`config.mk`:
```
export PLATFORM = sky130hd
export DESIGN_NAME = adpack_flat
export DESIGN_NICKNAME = d
export VERILOG_FILES = /design/src/rtl/adpack_pkg.sv /design/src/rtl/adpack_if.sv /design/src/rtl/adpack.sv /design/src/flat_wrapper.sv
export SDC_FILE = /design/constraint.sdc
export NUM_CORES = 1
export LEC_CHECK = 0
export CORE_ASPECT_RATIO = 2
export CORE_MARGIN = 8
export CORE_UTILIZATION = 37
export DETAILED_ROUTE_END_ITERATION = 6
export HOLD_SLACK_MARGIN = 0.02
export PLACE_DENSITY_LB_ADDON = 0.25
export SLEW_MARGIN = 10
export SYNTH_ARGS = -nofsm -noshare
export SYNTH_HDL_FRONTEND = slang
export SYNTH_SLANG_ARGS = --single-unit
```
`constraint.sdc`:
```
create_clock -name CLK -period 2.55 [get_ports CLK]
set_input_delay 0.3825 -clock CLK [delete_from_list [all_inputs] [get_ports CLK]]
set_output_delay 0.3825 -clock CLK [all_outputs]
set_load 0.05 [all_outputs]
```
`src/rtl/adpack_pkg.sv`:
```
// Shared widths, FSM encoding and chunk formatting for the capture packer and playback unpacker.
// No logic of its own; both sides import it so chunk layout and word order stay identical.
// Nothing here carries backpressure state.
package adpack_pkg;
  localparam int SAMPLE_W = 6;
  localparam int CHUNK_W  = 16;
  localparam int CHUNKS   = 8;
  localparam int WORD_W   = 128;
  localparam int IDX_W    = 3;
  localparam int PAD_W    = 2;

  typedef enum logic {S_EMPTY, S_PEND} state_t;

  // Places ad1 in [15:10] and ad2 in [7:2]; the two low bits of each byte are zero.
  function automatic logic [CHUNK_W-1:0] fmt_chunk(input logic [SAMPLE_W-1:0] a1,
                                                   input logic [SAMPLE_W-1:0] a2);
    return {a1, {PAD_W{1'b0}}, a2, {PAD_W{1'b0}}};
  endfunction
endpackage

```
`src/rtl/adpack_if.sv`:
```
// Sample-in / word-out bundle between the capture source, the packer and the word FIFO.
// master drives samples and the FIFO full flag; slave (the packer) drives the FIFO write side.
// full is the only backpressure signal and it is level-sensitive.
interface adpack_if;
  import adpack_pkg::*;

  logic [SAMPLE_W-1:0] ad1;
  logic [SAMPLE_W-1:0] ad2;
  logic                ad_valid;
  logic                full;
  logic                wr_en;
  logic [WORD_W-1:0]   dout;
  logic                overflow;

  modport master (output ad1, ad2, ad_valid, full,
                  input  wr_en, dout, overflow);
  modport slave  (input  ad1, ad2, ad_valid, full,
                  output wr_en, dout, overflow);
endinterface

```
`src/rtl/adpack.sv`:
```
// Packs 6-bit sample pairs into 16-bit chunks, eight per 128-bit word (first chunk in the MSBs).
// Latency: wr_en rises the cycle after the 8th sample edge; one pending word slot in front of the FIFO.
// Backpressure: full holds the pending word; a word completing while it is held is dropped (sticky overflow).
// Optional ADPACK_FLUSH_EN: an idle cycle with a partial word flushes it zero-padded in the low chunks.
module adpack
  import adpack_pkg::*;
(
  input  logic     CLK,
  input  logic     RST,
  adpack_if.slave  bus
);

  logic [CHUNK_W-1:0] chunk;
  logic [WORD_W-1:0]  acc;
  logic [WORD_W-1:0]  shifted;
  logic [IDX_W-1:0]   index;
  logic               new_word;
  logic [WORD_W-1:0]  new_dat;
  state_t             state;
  state_t             state_nx;
  logic [WORD_W-1:0]  dout_q;
  logic [WORD_W-1:0]  dout_nx;
  logic               ovf_q;
  logic               ovf_nx;
  logic               wr;

  assign chunk   = fmt_chunk(bus.ad1, bus.ad2);
  assign shifted = {acc[WORD_W-CHUNK_W-1:0], chunk};

`ifdef ADPACK_FLUSH_EN
  // Chunks still missing from a partial word: (8 - index) mod 8, exact for index 1..7.
  logic [IDX_W-1:0] rem;
  logic [IDX_W+3:0] flush_sh;
  assign rem      = ~index + 1'b1;
  assign flush_sh = {rem, 4'b0000};
`endif

  // Word completion: 8th sample, or (flush build) an idle cycle with a partial word.
  always_comb begin
    new_word = 1'b0;
    new_dat  = shifted;
    if (bus.ad_valid && index == IDX_W'(CHUNKS - 1)) begin
      new_word = 1'b1;
    end
`ifdef ADPACK_FLUSH_EN
    else if (!bus.ad_valid && index != '0) begin
      new_word = 1'b1;
      new_dat  = acc << flush_sh;
    end
`endif
  end

  // Accumulator shifts chunks in from the bottom; a gap keeps the partial word unless flushing.
  always_ff @(posedge CLK) begin
    if (RST) begin
      acc   <= '0;
      index <= '0;
    end else if (bus.ad_valid) begin
      acc   <= shifted;
      index <= index + 1'b1;
    end
`ifdef ADPACK_FLUSH_EN
    else if (index != '0) begin
      index <= '0;
    end
`endif
  end

  // A write needs a held word and room in the FIFO; never during reset.
  assign wr = (state == S_PEND) && !bus.full && !RST;

  // Pending-slot next state: load when empty or being written, otherwise drop and flag.
  always_comb begin
    state_nx = state;
    dout_nx  = dout_q;
    ovf_nx   = ovf_q;
    case (state)
      S_EMPTY: begin
        if (new_word) begin
          dout_nx  = new_dat;
          state_nx = S_PEND;
        end
      end
      S_PEND: begin
        if (wr) begin
          if (new_word) dout_nx  = new_dat;
          else          state_nx = S_EMPTY;
        end else if (new_word) begin
          ovf_nx = 1'b1;
        end
      end
      default: state_nx = S_EMPTY;
    endcase
  end

  // Pending-slot registers; overflow is sticky until reset.
  always_ff @(posedge CLK) begin
    if (RST) begin
      state  <= S_EMPTY;
      dout_q <= '0;
      ovf_q  <= 1'b0;
    end else begin
      state  <= state_nx;
      dout_q <= dout_nx;
      ovf_q  <= ovf_nx;
    end
  end

  assign bus.wr_en    = wr;
  assign bus.dout     = dout_q;
  assign bus.overflow = ovf_q;

endmodule

```
`src/flat_wrapper.sv`:
```
// flat-port wrapper written by rule: the top's interface ports become plain ports
module adpack_flat import adpack_pkg::*;
  (CLK, RST, bus_ad1, bus_ad2, bus_ad_valid, bus_full, bus_wr_en, bus_dout, bus_overflow);
  adpack_if bus_i ();
  input  logic CLK;
  input  logic RST;
  input wire logic [$bits(bus_i.ad1)-1:0] bus_ad1;
  input wire logic [$bits(bus_i.ad2)-1:0] bus_ad2;
  input wire logic [$bits(bus_i.ad_valid)-1:0] bus_ad_valid;
  input wire logic [$bits(bus_i.full)-1:0] bus_full;
  output wire logic [$bits(bus_i.wr_en)-1:0] bus_wr_en;
  output wire logic [$bits(bus_i.dout)-1:0] bus_dout;
  output wire logic [$bits(bus_i.overflow)-1:0] bus_overflow;
  assign bus_i.ad1 = bus_ad1;
  assign bus_i.ad2 = bus_ad2;
  assign bus_i.ad_valid = bus_ad_valid;
  assign bus_i.full = bus_full;
  assign bus_wr_en = bus_i.wr_en;
  assign bus_dout = bus_i.dout;
  assign bus_overflow = bus_i.overflow;
  adpack u_core (.CLK(CLK), .RST(RST), .bus(bus_i));
endmodule
```
# --- Word-level counts from Yosys, hierarchy flattened ---
# Index checks and enable logic that the tools add are counted.
word_totals:
  ff_bits: 217
  latch_bits: 0
  ramBits: 0
  mem_bits_ro: 0
  out_inout_bits: 130
  elab_cells: 23
  n_memories: 0
classes:
  add_sub_neg: 1
  mul: 0
  div_mod_pow: 0
  n_lt_le_gt_ge: 0
  n_eq_ne: 2
  n_shift: 0
  mux: 7
  bitwise_logic: 2
  reduce_logical: 6
op_table:
  columns: ["cell", "count"]
  rows:
  - ["128-bit two-way mux", 2]
  - ["128-bit one-hot mux with 2 select lines", 1]
  - ["3-bit by 1-bit adder with 3-bit output (second input constant)", 1]
  - ["3-bit equality test (second input constant)", 1]
  - ["1-bit logical AND", 3]
  - ["1-bit two-way mux", 3]
  - ["3-bit AND reduction", 1]
  - ["1-bit logical NOT", 2]
  - ["2-bit inequality test (second input constant)", 1]
  - ["1-bit inverter", 2]
  - ["1-bit one-hot mux with 2 select lines", 1]

# --- Logic depth before layout (Yosys ltp) ---
# Gate-level depths: netlist of the first run.
depth:
  ltp_word: 6
  ltp_mapped: 7

# --- Least setup slack after synthesis of the first run ---
# No wires, ideal clock.
synth_timing:
  kind: "input port to output port"
  startpoint: "input port RST"
  endpoint: "output port bus_wr_en"
  arrival_ns: 2.024
  t_required_ns: 2.168
  slack_ns: 0.143
  stages: 4
  path_buffers: 3
  path_cell_list: "buf_2 clkbuf_1 buf_2 nor3b_1"
synth_via:
  elab_chain_len: 2
synth_lines:
  columns: ["item", "line", "rtl"]
  rows:
  - ["start: declaration", "flat_wrapper.sv:6", "input logic RST;"]
  - ["1-bit logical NOT", "adpack.sv:70", "assign wr = (state == S_PEND) && !bus.full && !RST;"]
  - ["1-bit logical AND", "adpack.sv:70", null]
  - ["end: declaration", "flat_wrapper.sv:11", "output wire logic [$bits(bus_i.wr_en)-1:0] bus_wr_en;"]
# No other way between the ends.

# --- Final worst setup path of the first run ---
layout_timing:
  startpoint: "register u_core.dout_q[61], in the netlist u_core.bus.dout[61]"
  endpoint: "output port bus_dout[61]"
layout_rtl:
  columns: ["item", "line", "rtl"]
  rows:
  - ["start: declaration", "adpack.sv:21", "logic [WORD_W-1:0] dout_q;"]
  - ["start signal: assignment", "adpack.sv:104", "dout_q <= dout_nx;"]
  - ["end: declaration", "flat_wrapper.sv:12", "output wire logic [$bits(bus_i.dout)-1:0] bus_dout;"]
# No word-level cell between the ends.

==> reports/summary.log, run 1 <==
qor: status.run_status completed
qor: timing.final_hold_viol_count 0
qor: detailed_routing.vias 4908
qor: critical_path.reg2reg_depth 5
qor: pwr.power.static_leakage 3.38 nW
qor: critical_path.crit_type reg -> out
qor: timing.min_period 2040 ps
qor: pwr.power_internal 4.39 mW
qor: floorplanning.dieArea 25800 um^2
qor: finish.layout.cell_area.non_filler 9370 um^2
qor: floorplanning.core.rowCount 74
qor: clocking.clk_root_buffer_cell sky130_fd_sc_hd__clkbuf_16
qor: floorplanning.floorplan.die.height 219 um
qor: finish.flow.area_growth_from_synthesis 22.7%
qor: detailed_routing.drt_drc_violations_left 0
qor: pwr.netSwitchingFraction 24.1%
qor: synth.netlist_area 7640 um^2
qor: synth.synth_top_area_share 48.5%
qor: synth.postSynthRegisterBits 185
qor: clocking.number_of_buffers_added_by_the_clock_tree_synthesis_step 17
qor: synth.count_of_synthesis_stage_warnings_from_yosys 0
qor: synth.yosys.cell_types.count 16
qor: pwr.pwr_cell_area 618 nW/um^2
qor: clocking.clock_sink_count 185
qor: clocking.number_of_instances_resized_during_post_cts_repair 0
qor: global_routing.vias_in_the_first_global_route 4816
qor: pwr.ir_drop 391 uV
qor: detailed_routing.final_antenna_net_count 0
qor: synth.post-synth-top-area-cell sky130_fd_sc_hd__dfxtp_1
qor: synth.synth_cells 741
qor: pwr.clock_power_share 43.2%
qor: finish.final_layout_size_suffix_gt1_share 4.88%
qor: global_routing.total_global_routing_overflow 0
qor: finish.mostFrequentLayoutCell sky130_fd_sc_hd__nand2b_1
qor: critical_path.critPathSlowestCell sky130_fd_sc_hd__clkdlybuf4s50_1
qor: finish.area_of_combinational_cells_with_multiple_inputs 3550 um^2
qor: timing.timing.max_slew.rel_slack 49.9%
qor: floorplanning.core_area 20400 um^2
qor: synth.post_synth.cell_area_avg 10.3 um^2
qor: critical_path.path_buf_inv 1
qor: critical_path.end_kind output port
qor: pwr.comb_power_share 6.0%
qor: placement.portBuffers 113
qor: critical_path.crit_path_cell_trace clkdlybuf4s50_1
qor: pwr.power.share.sequential 50.8%
qor: clocking.cts_post_setup_buffers_inserted 0
qor: finish.highest_count_cells_in_the_layout_ignoring_fill_and_taps sky130_fd_sc_hd__nand2b_1 (192), sky130_fd_sc_hd__dfxtp_1 (185), sky130_fd_sc_hd__mux2i_1 (182)
qor: critical_path.critical_path.top_delay_family buffers and inverters
qor: clocking.htreeDepth 4
qor: finish.fin_nets 845
qor: detailed_routing.drt_iter0_markers 292
qor: floorplanning.initial_core_util 37.5%
qor: detailed_routing.drt-wirelength-per-cell 16.0 um
qor: detailed_routing.firstDrtPassIters 4
qor: placement.place_area 8820 um^2
qor: critical_path.critical_path_arrival 1660 ps
qor: global_routing.grt_use_total 13.8%
qor: pwr.power.net_switching 1.40 mW
qor: global_routing.grt_pass1_wl 27700 um
qor: critical_path.total_stage_count_of_the_critical_path 1
qor: clocking.post_cts_hold_buffer_count 0
qor: detailed_routing.routed_wirelength 17700 um
qor: clocking.clk_path_buf_depth 2
qor: worst_hold_path.hold_class in -> reg
qor: synth.synth.top_cells.by_area sky130_fd_sc_hd__dfxtp_1 (48%), sky130_fd_sc_hd__mux2i_1 (24%), sky130_fd_sc_hd__nand2b_1 (16%)
qor: critical_path.critPathMaxFanout 2
qor: clocking.worst_skew_pair.late_latency 420 ps
qor: timing.layout_worst_path_cycle_share 80.0%
qor: critical_path.worstSetupStartpointType flip-flop
qor: finish.fillers 1977
qor: global_routing.grt_start_max_net_pins 115
qor: finish.register_area 3700 um^2
qor: run.drv_cap 0
qor: clocking.tritoncts_clock_tree built
qor: global_routing.antenna_found_initial 0
qor: placement.routabilityCongestion 0.690
qor: timing.fin_tns_setup 0 ps
qor: floorplanning.die_width 118 um
qor: timing.report.final.setup_viol 0
qor: timing.clock.fmax 490 MHz
qor: synth.synth-seq-area-share 48.5%
qor: timing.grt_setup_unrepaired no
qor: floorplanning.ioPinCount 146
qor: pwr.total_chip_power 5.79 mW
qor: detailed_routing.detail_route.vias_per_cell 4.44
qor: timing.tightestPinTransition 752 ps
qor: critical_path.critical_path.max_stage_delay 830 ps
qor: worst_hold_path.hold_path_depth 2
qor: timing.worst_clock_skew 9.13 ps
qor: critical_path.worstPathRequired 2170 ps
qor: timing.final-max-slew-violation-count 0
qor: clocking.clk_pin_slew 70 ps
qor: finish.n_antenna_cell 0
qor: placement.dp_hpwl 12100 um
[per-layer routing]
| layer | track usage, % | vias to the layer above | wire (um) |
|---|---|---|---|
| met5 | 0 | - | 0 |
| met4 | 5.37 | 0 | 281 |
| met3 | 3.47 | 10 | 563 |
| met2 | 25.6 | 96 | 9780 |
| met1 | 14.6 | 2294 | 7040 |
| li1 | - | 2508 | - |
[cell usage after synthesis (all sizes together)]
master  number
a22oi        1
a41oi        1
and3         1
buf         63
clkbuf      21
conb         1
dfxtp      185
ha           2
mux2i      182
nand2b     192
nor2        89
nor3b        1
o21ai        1
xnor2        1
[metrics by stage]
| stage | cells | hold slack (ps) | setup slack, ps | util (%) |
|---|---|---|---|---|
| final | 1106 | 201 | 510 | 46.0 |
| after CTS | 1106 | 180 | 472 | 46.0 |
| after floorplan | 772 | 451 | 143 | - |
| after global placement | 1074 | 458 | 657 | 43.3 |
| after global routing | 1106 | 183 | 461 | 46.0 |
| after detailed placement | 1074 | 461 | 640 | 43.3 |
[power by group through the flow]
stage | Sequential, mW | Combinational (mW) | Clock (mW)
2_1_floorplan | 3.00 | 0.332 | 0
3_3_place_gp | 3.01 | 0.348 | 0
3_5_place_dp | 3.01 | 0.351 | 0
4_1_cts | 2.94 | 0.351 | 2.57
5_1_grt | 2.94 | 0.376 | 2.73
6_report | 2.94 | 0.350 | 2.50
[final timing paths]
kind	from	to	slack [ps]
max reg2reg	u_core.index[0]	u_core.bus.dout[23]	960
min	RST	u_core.index[0]	200
max	u_core.bus.dout[61]	bus_dout[61]	510
min reg2reg	u_core.bus.dout[77]	u_core.bus.dout[77]	470
[logic make-up after synthesis]
family	count (synthesis)	share of synthesized area [%]
mux	182	23.8
compound gates	3	0.278
fa+ha+maj	2	0.327
flops	185	48.5
xor+xnor	1	0.115
buf+inv	84	6.65
simple gates	283	20.3
other cells	1	0.0491
[cell type report]
type	instances	share of cell area, %
sequential	185	39.5
multi-input combinational	503	37.9
timing repair buffer	120	13.1
clock buffer	19	4.62
tap	266	3.55
clock inverter	13	1.31
[flip-flops by register name (all words and copies together) (netlist names)]
signal	count
u_core.state	1
u_core.bus.dout	96
u_core.index	3
u_core.bus.overflow	1
u_core.acc	84
(Power assumes the default switching activity.)
==> run 2: changes to the inputs <==
- clock period: 2.55 -> 2.1 ns (I/O delays scaled with it)
==> run 2 against run 1 <==
Net effect:
- combinational power increased by 23%
- sequential share of layout area decreased by 0.19 points
- register-to-register slack got worse by 450 ps
- highest routed layer unchanged
- critical endpoint is now bus_dout[86]
- flip-flop and latch count unchanged
- final area increased by 0.48%
==> reports/summary.log, run 2 (synthesized netlist as in run 1, its figures left out) <==
qor: critical_path.worstSetupStartpointType flip-flop
qor: timing.timing.max_slew.rel_slack 63.7%
qor: pwr.pwr_cell_area 746 nW/um^2
qor: finish.fin_nets 847
qor: timing.grt_setup_unrepaired no
qor: clocking.clk_root_buffer_cell sky130_fd_sc_hd__clkbuf_16
qor: clocking.worst_skew_pair.late_latency 430 ps
qor: timing.worst_clock_skew 10.6 ps
qor: floorplanning.die_width 118 um
qor: detailed_routing.routed_wirelength 18400 um
qor: finish.n_antenna_cell 0
qor: detailed_routing.vias 4945
qor: pwr.total_chip_power 7.03 mW
qor: clocking.clk_pin_slew 70 ps
qor: global_routing.grt_use_total 14.2%
qor: timing.report.final.setup_viol 0
qor: placement.dp_hpwl 13200 um
qor: critical_path.worstPathRequired 1780 ps
qor: detailed_routing.firstDrtPassIters 4
qor: floorplanning.ioPinCount 146
qor: clocking.number_of_buffers_added_by_the_clock_tree_synthesis_step 17
qor: timing.layout_worst_path_cycle_share 93.9%
qor: clocking.clock_sink_count 185
qor: floorplanning.floorplan.die.height 219 um
qor: timing.final_hold_viol_count 0
qor: detailed_routing.final_antenna_net_count 0
qor: clocking.post_cts_hold_buffer_count 0
qor: timing.tightestPinTransition 543 ps
qor: critical_path.critical_path.max_stage_delay 840 ps
qor: detailed_routing.drt-wirelength-per-cell 16.6 um
qor: timing.clock.fmax 507 MHz
qor: placement.portBuffers 113
qor: critical_path.crit_path_cell_trace clkdlybuf4s50_1
qor: placement.routabilityCongestion 0.710
qor: pwr.power.static_leakage 3.43 nW
qor: clocking.clk_path_buf_depth 2
qor: timing.final-max-slew-violation-count 0
qor: status.run_status completed
qor: finish.final_layout_size_suffix_gt1_share 6.53%
qor: clocking.htreeDepth 4
qor: critical_path.crit_type reg -> out
qor: floorplanning.core_area 20400 um^2
qor: detailed_routing.drt_iter0_markers 239
qor: critical_path.path_buf_inv 1
qor: timing.fin_tns_setup 0 ps
qor: global_routing.vias_in_the_first_global_route 5060
qor: run.drv_cap 0
qor: global_routing.antenna_found_initial 0
qor: worst_hold_path.hold_class in -> reg
qor: critical_path.critPathSlowestCell sky130_fd_sc_hd__clkdlybuf4s50_1
qor: critical_path.end_kind output port
qor: floorplanning.core.rowCount 74
qor: clocking.cts_post_setup_buffers_inserted 0
qor: critical_path.critical_path.top_delay_family buffers and inverters
qor: finish.flow.area_growth_from_synthesis 23.3%
qor: finish.largest_reg_flops 96
qor: global_routing.grt_pass1_wl 28300 um
qor: pwr.ir_drop 476 uV
qor: detailed_routing.detail_route.vias_per_cell 4.46
qor: critical_path.critical_path_arrival 1660 ps
qor: timing.min_period 1970 ps
qor: finish.finish.cell_count_without_fillers 1108
qor: global_routing.grt_start_max_net_pins 117
qor: floorplanning.initial_core_util 37.5%
qor: detailed_routing.drt_drc_violations_left 0
qor: floorplanning.dieArea 25800 um^2
qor: global_routing.total_global_routing_overflow 0
qor: finish.highest_count_cells_in_the_layout_ignoring_fill_and_taps sky130_fd_sc_hd__nand2b_1 (192), sky130_fd_sc_hd__dfxtp_1 (185), sky130_fd_sc_hd__mux2i_1 (182)
qor: clocking.tritoncts_clock_tree built
qor: critical_path.critPathMaxFanout 2
qor: finish.mostFrequentLayoutCell sky130_fd_sc_hd__nand2b_1
qor: placement.placed_cells 1076
qor: clocking.number_of_instances_resized_during_post_cts_repair 0
## run 2: cell types whose count changed in the layout (fill, tap and decap cells not counted), sizes merged
cell           before  now
bufinv              1    0
clkdlybuf4s50     110  101
clkinv              6    3
clkbuf             19   18
buf                10   21
inv                 2    7
## run 2: per-stage QoR
stage	setup slack, ps	util [%]	area (um^2)	hold slack (ps)
CTS	91.8	46.2	9420	342
floorplan	321	-	7760	451
global route	94.9	46.2	9420	354
global placement	305	43.5	8860	458
finish	128	46.2	9420	359
detailed placement	281	43.5	8860	460
## run 2: path summary, 6_finish.rpt
check                             from  slack [ps]                    to  depth (start not counted)
setup reg to reg       u_core.index[0]         510   u_core.bus.dout[94]                          5
hold / removal            bus_ad_valid         360        u_core.acc[31]                          3
setup / recovery   u_core.bus.dout[86]         130          bus_dout[86]                          1
hold reg to reg   u_core.bus.dout[124]         470  u_core.bus.dout[124]                          2
## run 2: final cells by class
cell class	instances	area [um^2]
tap	266	333
sequential	185	3700
clock buffer	18	439
clock inverter	14	114
multi-input combinational	503	3560
fill	2019	11000
timing repair buffer	122	1270
## run 2: report_power, final
part	internal, mW	leakage [nW]	switching [mW]
Clock	1.58	0.265	1.44
Sequential	3.54	1.49	0.0340
Combinational	0.157	1.67	0.275
Total	5.27	3.43	1.75
## run 2: routing by layer
layer / track usage, % / wire length, um / share of wire (%)
met1: 13.6 / 6880 / 37
met2: 27.9 / 10400 / 56
met3: 3.58 / 746 / 4.0
met4: 6.06 / 404 / 2.2
met5: 0 / 0 / 0
